--- config.mk ---
export PLATFORM = sky130hd
export DESIGN_NAME = load_hazard_unit
export DESIGN_NICKNAME = d
export VERILOG_FILES = /design/src/rtl/riscv_pkg.sv /design/src/rtl/load_hazard_unit_tag_fifo.sv /design/src/rtl/load_hazard_unit.sv
export SDC_FILE = /design/constraint.sdc
export NUM_CORES = 1
export LEC_CHECK = 0
export CAP_MARGIN = 20
export CELL_PAD_IN_SITES_DETAIL_PLACEMENT = 1
export CELL_PAD_IN_SITES_GLOBAL_PLACEMENT = 1
export CORE_ASPECT_RATIO = 1.25
export CORE_UTILIZATION = 40
export DETAILED_ROUTE_END_ITERATION = 10
export PLACE_DENSITY_LB_ADDON = 0.1
export RECOVER_POWER = 25
export SKIP_CTS_REPAIR_TIMING = 1
export SYNTH_ARGS = -nofsm -noshare
export SYNTH_HDL_FRONTEND = slang
export SYNTH_SLANG_ARGS = --single-unit
--- constraint.sdc ---
create_clock -name clk_i -period 5.1 [get_ports clk_i]
set_clock_uncertainty 0.1 [all_clocks]
set_input_delay 1.02 -clock clk_i [delete_from_list [all_inputs] [get_ports clk_i]]
set_output_delay 1.02 -clock clk_i [all_outputs]
set_load 0.02 [all_outputs]
--- src/rtl/riscv_pkg.sv ---
// riscv_pkg: shared register-index width and load-tracking defaults.
package riscv_pkg;
    localparam int REGW = 5;
    localparam int MAX_OUT_DEF = 2;
    typedef logic [REGW-1:0] reg_idx_t;
endpackage

--- src/rtl/load_hazard_unit_tag_fifo.sv ---
// tag_fifo: in-order FIFO of load destination tags with per-entry visibility for hazard compares.
module tag_fifo #(
    parameter int DEPTH = 2,
    parameter int W     = 5
) (
    input  logic                      clk_i,
    input  logic                      rst_i,
    input  logic                      push,
    input  logic [W-1:0]              wdata,
    input  logic                      pop,
    output logic                      full,
    output logic                      empty,
    output logic [W-1:0]              head,
    output logic [DEPTH-1:0]          valid,
    output logic [DEPTH-1:0][W-1:0]   rd
);
    localparam int PW = DEPTH > 1 ? $clog2(DEPTH) : 1;
    localparam int CW = $clog2(DEPTH + 1);

    logic [PW-1:0] rptr, wptr;
    logic [CW-1:0] count;
    logic          do_push, do_pop;

    function automatic logic [PW-1:0] nxt(input logic [PW-1:0] p);
        return p == PW'(DEPTH - 1) ? '0 : p + 1'b1;
    endfunction

    assign full    = count == CW'(DEPTH);
    assign empty   = count == '0;
    assign head    = rd[rptr];
    assign do_pop  = pop && !empty;
    // A push into a full FIFO is legal only when the head leaves in the same cycle.
    assign do_push = push && (!full || do_pop);

    always_ff @(posedge clk_i or negedge rst_i) begin
        if (!rst_i) begin
            count <= '0;
            rptr  <= '0;
            wptr  <= '0;
            valid <= '0;
            rd    <= '0;
        end else begin
            if (do_pop) begin
                valid[rptr] <= 1'b0;
                rptr        <= nxt(rptr);
            end
            if (do_push) begin
                valid[wptr] <= 1'b1;
                rd[wptr]    <= wdata;
                wptr        <= nxt(wptr);
            end
            if (do_push && !do_pop)
                count <= count + 1'b1;
            else if (do_pop && !do_push)
                count <= count - 1'b1;
        end
    end
endmodule

--- src/rtl/load_hazard_unit.sv ---
// load_hazard_unit: stalls execute on RAW/WAW/structural hazards against outstanding loads
// and writes back returned load data in order.
module load_hazard_unit
    import riscv_pkg::*;
#(
    parameter int MAX_OUT = MAX_OUT_DEF,
    parameter int CNTW    = 16
) (
    input  logic            clk_i,
    input  logic            rst_i,
    input  logic [REGW-1:0] rs1_e,
    input  logic [REGW-1:0] rs2_e,
    input  logic            rs1_used_e,
    input  logic            rs2_used_e,
    input  logic [REGW-1:0] rd_e,
    input  logic            reg_write_e,
    input  logic            load_e,
    input  logic            branch_taken_e,
    input  logic            lsu_req_ready_i,
    input  logic            lsu_rsp_valid_i,
    output logic            lsu_req_valid_o,
    output logic            stall_o,
    output logic            flush_o,
    output logic            wb_valid_o,
    output logic [REGW-1:0] wb_rd_o,
    output logic            err_o,
    output logic [CNTW-1:0] stall_cnt_o
);
    logic                          full, empty;
    logic [MAX_OUT-1:0]            ent_valid;
    logic [MAX_OUT-1:0][REGW-1:0]  ent_rd;
    logic [MAX_OUT-1:0]            hit1, hit2, hitd;
    logic                          raw, waw, structural;

    tag_fifo #(.DEPTH(MAX_OUT), .W(REGW)) u_fifo (
        .clk_i (clk_i),
        .rst_i (rst_i),
        .push  (lsu_req_valid_o),
        .wdata (rd_e),
        .pop   (lsu_rsp_valid_i),
        .full  (full),
        .empty (empty),
        .head  (wb_rd_o),
        .valid (ent_valid),
        .rd    (ent_rd)
    );

    for (genvar i = 0; i < MAX_OUT; i++) begin : g_cmp
        assign hit1[i] = ent_valid[i] && ent_rd[i] == rs1_e;
        assign hit2[i] = ent_valid[i] && ent_rd[i] == rs2_e;
        assign hitd[i] = ent_valid[i] && ent_rd[i] == rd_e;
    end

    // x0 is never a real dependency, so it is masked out of every compare.
    assign raw        = (rs1_used_e && |rs1_e && |hit1) || (rs2_used_e && |rs2_e && |hit2);
    assign waw        = reg_write_e && |rd_e && |hitd;
    assign structural = load_e && ((full && !wb_valid_o) || !lsu_req_ready_i);

    assign wb_valid_o      = lsu_rsp_valid_i && !empty;
    assign stall_o         = raw || waw || structural;
    assign lsu_req_valid_o = load_e && !stall_o;
    assign flush_o         = branch_taken_e && !stall_o;

    always_ff @(posedge clk_i or negedge rst_i) begin
        if (!rst_i) begin
            err_o       <= 1'b0;
            stall_cnt_o <= '0;
        end else begin
            if (lsu_rsp_valid_i && empty)
                err_o <= 1'b1;
            if (stall_o && !(&stall_cnt_o))
                stall_cnt_o <= stall_cnt_o + 1'b1;
        end
    end
endmodule

==> impl_results.md, run 1 <==
* Share of cells above drive strength 1 at 12.66%
* Setup TNS at 0 ns
* Core box area at 4730 µm²
* ANT nets after route at 0
* Violated checks: max-capacitance violations, max-slew violations
* Worst skew pair latency at around 0.28 ns
* Minimum clock period after layout at between 4 and 5 ns
* CP endpoint kind: output port
* Post-Syn Nets at around 210
* CP Cell Sequence: clkdlybuf4s50_1 > or4_1 > o21ai_1 > a21oi_1 > a2111oi_4 > buf_4 > inv_1 > clkdlybuf4s50_1
* Vias per cell at 5.370
* Final Hold Fails at 0
* Leak Pwr at 1.110 nW
* Die Height at 80.33 µm
* Most frequent CP cell: clkdlybuf4s50_1
* CTS Buf Count at 5
* First-pass GRT wire length at around 8000 µm
* Area Growth Syn to Fin at 32.63%
* GRT Residual Overflow at 0
* Initial DRT Pass Iterations at 4
* Wire length per cell at 16.48 µm
* #FFs+latches synth at 33
* PD cells at 519.5 nW/µm²
* RSZ-0062 raised after global routing: no
* WP data arrival at ~3.5 ns
* Clock buffer depth at 2
* Antenna violations before repair at 0
* Pre-CTS WS at 0.4214 ns
* Layout fillers at 544
* Clk root buf: clkbuf_8
* Worst path max stage delay at between 0.5 and 0.6 ns
* I/O pins at 50
* Largest cells by area after synthesis: dfrtp_1 42%, xor2_1 18%, mux2_2 6.9%, xnor2_1 4.0%, mux2_4 3.8%
* Die area at 5194 µm²
* Yosys warnings at 0
* Worst Tran Pin Value at about 1.8 ns
* Tcrit/Tclk final at around nine tenths
* Port Buffer Count at between 40 and 50
* Number of synthesized flops with an enable pin at 0
* Die Width at 64.66 µm
* Synth async-reset ratio at 100.0%
* Htree depth at 2
* Worst path slowest cell: or4_1
* CTS tree: yes
* Mapped Area at 1963 µm²
* Worst min-delay path class: reg2reg
* Largest fanout on the critical path at 10
* Nets at 262
* Ant diodes at 0
* Reg clk slew, reported paths at 0.07 ns
* Max Fclk at 214.8 MHz
* DRC at 0
* Post-synth top area share at 42.07%
* MaxCap Viol Count at 1
* Pin count of the biggest net entering global routing at 34
* Initial core utilization at 41.51%
* Dpl hpwl at ~3800 µm
* Mapped Cells at 181
* Worst Setup Start Kind: input pin
* Drt total wl at around 4900 µm
* Final setup margin at about 0.44 ns
* Final setup violation count at 0
* Post-synthesis sequential area ratio at a little over two fifths
* Yosys cell types at 31
* Routed via count at ~1600
* Pins Over Slew Limit at 34
* Status: complete, but fails checks
* Drt initial violations at 48
* Rows at 28
* Slew HR at -21.37%
* Critical Path RT at 3.98 ns
* Vias in the first global route at between 1500 and 2000
* Clock Sinks at 33
* Worst VDD drop at 0.3247 mV
* Primary FF master, synth: dfrtp_1
* Crit path kind: in2out
* Syn_area_per_cell at 10.85 µm²
* GPL Wtd Cong at 0.8688
* All-Layer GR Usage at between 20% and 30%
* Yosys top cell by area: dfrtp_1
-- cell type report --
type	instances	area (µm²)	share of cell area, %
Timing Repair Buffer	52	509.2	19.56
Multi-Input combinational cell	141	1100	42.24
Tap cell	60	75.07	2.883
Inverter	3	11.26	0.4325
Clock inverter	2	10.01	0.3844
Clock buffer	6	72.57	2.787
Sequential cell	33	825.8	31.72
-- sequential cells by signal, indices dropped and copies added (netlist names) --
name and count:
u_fifo.wptr 1, u_fifo.count 2, u_fifo.valid 2, u_fifo.rptr 1
err_o 1, u_fifo.rd 10, stall_cnt_o 16
-- critical path, delay by kind of cell --
kind	cells	cell delay (ns)
buffers and inverters	4	1.33
AO/OA/AOI/OAI	3	0.63
AND/OR/NAND/NOR	1	0.57
-- cells in the mapped netlist (2+ instances only) --
| cell | number |
|---|---|
| a21oi_1 | 3 |
| and2_1 | 3 |
| and3_1 | 2 |
| clkbuf_1 | 2 |
| dfrtp_1 | 33 |
| ha_1 | 2 |
| inv_1 | 3 |
| mux2_2 | 12 |
| mux2_4 | 5 |
| nand2_1 | 9 |
| nand2b_1 | 2 |
| nand3_1 | 8 |
| nand4_1 | 5 |
| nor2_1 | 7 |
| nor3_1 | 8 |
| nor4_1 | 9 |
| o21ai_0 | 4 |
| o21ai_1 | 2 |
| or4_1 | 3 |
| xnor2_1 | 9 |
| xor2_1 | 40 |
-- power by group --
| part | internal [W] | switching (W) | total [W] |
|---|---|---|---|
| clock | 0.0000946 | 0.0000940 | 0.000189 |
| combinational | 0.000351 | 0.000291 | 0.000642 |
| sequential | 0.000358 | 0.000165 | 0.000523 |
| total | 0.000803 | 0.000549 | 0.00135 |
-- per-stage QoR --
| stage | power (W) | instance area, µm² | hold slack (ns) | utilization, % | instances |
|---|---|---|---|---|---|
| global placement | 0.001148 | 2525 | 0.3393 | 53.39 | 289 |
| global route | 0.001445 | 2604 | 0.3903 | 55.05 | 297 |
| CTS | 0.001371 | 2608 | 0.3606 | 55.13 | 297 |
| finish | 0.001353 | 2604 | 0.3562 | 55.05 | 297 |
| detailed placement | 0.001170 | 2525 | 0.3434 | 53.39 | 289 |
| floorplan | 0.0009029 | 1963 | 0.3816 | - | 181 |
-- placed cells by master (no fill, tap or decap) --
| master | n |
|---|---|
| nand4_1 | 5 |
| nor2_1 | 7 |
| clkbuf_8 | 5 |
| inv_1 | 3 |
| or4_1 | 3 |
| clkbuf_1 | 2 |
| nor3b_1 | 1 |
| dfrtp_1 | 33 |
| and3_1 | 2 |
| nand3_1 | 8 |
| o21ai_1 | 2 |
| ha_1 | 2 |
| xnor2_1 | 9 |
| clkinv_2 | 2 |
| nor4b_1 | 1 |
| a2111oi_4 | 1 |
| nor3_1 | 8 |
| clkdlybuf4s50_1 | 47 |
| nand3_2 | 1 |
| and4_1 | 1 |
| mux2_4 | 5 |
| a21oi_1 | 3 |
| nand3b_4 | 1 |
| a21o_1 | 1 |
| mux2_2 | 12 |
| dlygate4sd3_1 | 2 |
| nand2b_1 | 2 |
| o21ai_0 | 4 |
| buf_4 | 2 |
| and2_1 | 3 |
| xor2_1 | 40 |
| nand2_1 | 9 |
| nor4_1 | 9 |
| or2_2 | 1 |
-- final timing paths --
| check | endpoint | cells past startpoint | from | slack (ns) |
|---|---|---|---|---|
| max in group asynchronous | u_fifo.rd[6] | 2 | rst_i | 2.18 |
| hold reg to reg | err_o | 1 | err_o | 0.36 |
| min in group asynchronous | stall_cnt_o[11] | 2 | rst_i | 1.67 |
| hold / removal | err_o | 1 | err_o | 0.36 |
| setup / recovery | stall_o | 8 | rd_e[0] | 0.44 |
| setup reg to reg | u_fifo.count[1] | 11 | u_fifo.rd[0] | 2.43 |
-- metal layers --
layer	GRT usage [%]	part of all wire (%)
met2	40.84	57
met3	3.409	2.9
met1	22.19	38
met4	7.333	1.2
met5	0	0
-- cells by family after synthesis --
kind of cell | after synthesis | synth area share, %
fa+ha+maj | 2 | 1.274
compound gates | 11 | 4.079
xor+xnor | 49 | 21.86
buf+inv | 7 | 1.912
simple gates | 62 | 18.10
flops | 33 | 42.06
mux | 17 | 10.71
(Power assumes the default switching activity.)
==> run 2, diff against run 1 <==
- CAP_MARGIN: 20 -> 10
==> results of run 2 <==
Final layout, timing and power as in run 1 (identical DEF).
==> run 3, diff against run 2 <==
- ABC_AREA: default -> 0
- ABC_CLOCK_PERIOD_IN_PS: default -> 5160
- CORE_UTILIZATION: 40 -> 38
- clock period: 5.1 -> 5.16 ns (I/O delays scaled with it)
==> run 3 against run 2 <==
  * The run still ends with max-capacitance violations, max-slew violations left
  * Via count down 1.1%
  * Die area is 5.1% higher
  * Clock power about the same
  * Wire length is 4.2% higher
  * Largest cell class unchanged
  * Largest power group unchanged
==> impl_results.md, run 3 (synthesis gave the netlist of run 1 again) <==
* Layout fillers at approximately 550
* Comb power frac at approximately 47%
* Rows at 28
* CTS Buf Count at 5
* Final setup violation count at 0
* Crit path max-delay family: buffers and inverters
* Reg clk slew, reported paths at 0.07 ns
* Die area at ~5500 µm²
* Top reg by flops: stall_cnt_o
* Max Fclk at 209.6 MHz
* Routed via count at 1577
* Drt initial violations at 76
* Switching part of the total power at 40.66%
* Die Height at 82.36 µm
* Critical Path RT at approximately 4.0 ns
* Clock group share of total power at 14.0%
* Clock buffer depth at 2
* Most frequent cells in the layout: 47 x clkdlybuf4s50_1, 40 x xor2_1, 33 x dfrtp_1
* Final Hold Fails at 0
* Core box area at approximately 4800 µm²
* GPL Wtd Cong at between 0.8 and 0.9
* Worst Tran Pin Value at 1.831 ns
* Vias in the first global route at 1691
* WP data arrival at approximately 3.6 ns
* Dpl hpwl at 4025 µm
* Final cell count without fillers at 296
* MaxCap Viol Count at 1
* Area Growth Syn to Fin at 32.25%
* I/O pins at 50
* Worst path max stage delay at about 0.60 ns
* Ant diodes at 0
* Sw Pwr at around 0.00054 W
* CP endpoint kind: output port
* Commonest non-fill, non-tap cell in the layout: clkdlybuf4s50_1
* Antenna violations before repair at 0
* Status: complete, but fails checks
* Initial core utilization at about two fifths
* Die Width at between 60 and 70 µm
* Tcrit/Tclk final at 92.45%
* CTS tree: yes
* Worst skew pair latency at 0.28 ns
* CP Cell Sequence: clkdlybuf4s50_1 > or4_1 > o21ai_1 > a21oi_1 > a2111oi_4 > and2_1 > clkdlybuf4s50_1
* Leak Pwr at 1.106 nW
* GRT Residual Overflow at 0
* Drt total wl at 5103 µm
* Port Buffer Count at between 40 and 50
* Sequential share of power at around 40%
* Pin count of the biggest net entering global routing at 34
* Share of cells above drive strength 1 at 12.29%
* RSZ-0062 raised after global routing: no
* Pre-CTS WS at 0.3506 ns
* DRC at 0
* Initial DRT Pass Iterations at 2
* All-Layer GR Usage at 20.98%
* Clk root buf: clkbuf_8
* DP Cell Count at 288
* Largest register FFs at 16
* PD cells at 513.9 nW/µm²
* Slew HR at -22.03%
* Setup TNS at 0 ns
* Most frequent CP cell: clkdlybuf4s50_1
* Violated checks: max-capacitance violations, max-slew violations
* Int Pwr at 0.0007917 W
* First-pass GRT wire length at about 8500 µm
* Worst Setup Start Kind: input pin
* Nets at 261
* ANT nets after route at 0
* Clock Sinks at 33
* Buffers & Inverters on Critical Path at 2
* Worst VDD drop at 0.2891 mV
* Final setup margin at approximately 0.39 ns
* Minimum clock period after layout at about 4.8 ns
* Largest fanout on the critical path at 7
* Worst min-delay path class: reg2reg
* Crit path kind: in2out
* Htree depth at 2
* Worst path slowest cell: clkdlybuf4s50_1
* Regs by FF count: stall_cnt_o (16), u_fifo.rd (10)
* Wire length per cell at between 15 and 20 µm
* Vias per cell at 5.328
* Pins Over Slew Limit at 34
-- run 3: cell type report --
class / count / area, µm² / area share, %
well taps: 60 / 75.07 / 2.892
repair buffers: 51 / 501.7 / 19.33
flip-flops and latches: 33 / 825.8 / 31.81
inverters: 3 / 11.26 / 0.4337
multi-input cells: 141 / 1100 / 42.36
clock buffers: 6 / 72.57 / 2.795
clock inverters: 2 / 10.01 / 0.3855
-- run 3: power groups by stage --
stage               sequential (W)  combinational (W)  clock (W)
floorplan                 0.000500           0.000393          0
global placement          0.000518           0.000619          0
detailed placement        0.000527           0.000636          0
CTS                       0.000522           0.000642   0.000192
global route              0.000535           0.000686   0.000204
finish                    0.000520           0.000628   0.000186
-- run 3: path summary, 6_finish.rpt --
check / startpoint / to / slack, ns / cells after the start
setup reg to reg: u_fifo.rd[2] / u_fifo.count[1] / 2.38 / 10
hold reg to reg: err_o / err_o / 0.38 / 1
setup / recovery: rd_e[0] / lsu_req_valid_o / 0.39 / 7
max in group asynchronous: rst_i / u_fifo.count[0] / 2.22 / 2
hold / removal: err_o / err_o / 0.38 / 1
min in group asynchronous: rst_i / stall_cnt_o[12] / 1.68 / 2
-- run 3: per-layer routing --
| layer | global-route usage [%] | share of wire, % | wire length, µm | vias up |
|---|---|---|---|---|
| li1 | - | - | - | 740 |
| met1 | 23.72 | 42 | 2136 | 775 |
| met2 | 38.47 | 52 | 2648 | 49 |
| met3 | 3.571 | 3.7 | 190 | 13 |
| met4 | 8.936 | 2.5 | 127 | 0 |
| met5 | 0 | 0 | 0 | - |
-- run 3: through the flow --
stage	total power, W	area [µm²]	hold WS, ns	utilization (%)
finish	0.001334	2596	0.3769	53.70
global route	0.001425	2596	0.3970	53.70
CTS	0.001356	2600	0.3777	53.78
detailed placement	0.001163	2517	0.3527	52.07
global placement	0.001137	2517	0.3429	52.07
floorplan	0.0008924	1963	0.3816	-
-- run 3: worst register-to-register path, cell delays in order, from the launching register on --
cell       delay [ns]
dfrtp_1          0.48
xor2_1           0.21
nor4_1           0.39
nand3_1          0.13
a21oi_1          0.25
a2111oi_4        0.12
buf_4            0.23
and2_1           0.20
ha_1             0.31
nor2_1           0.14
xor2_1           0.14
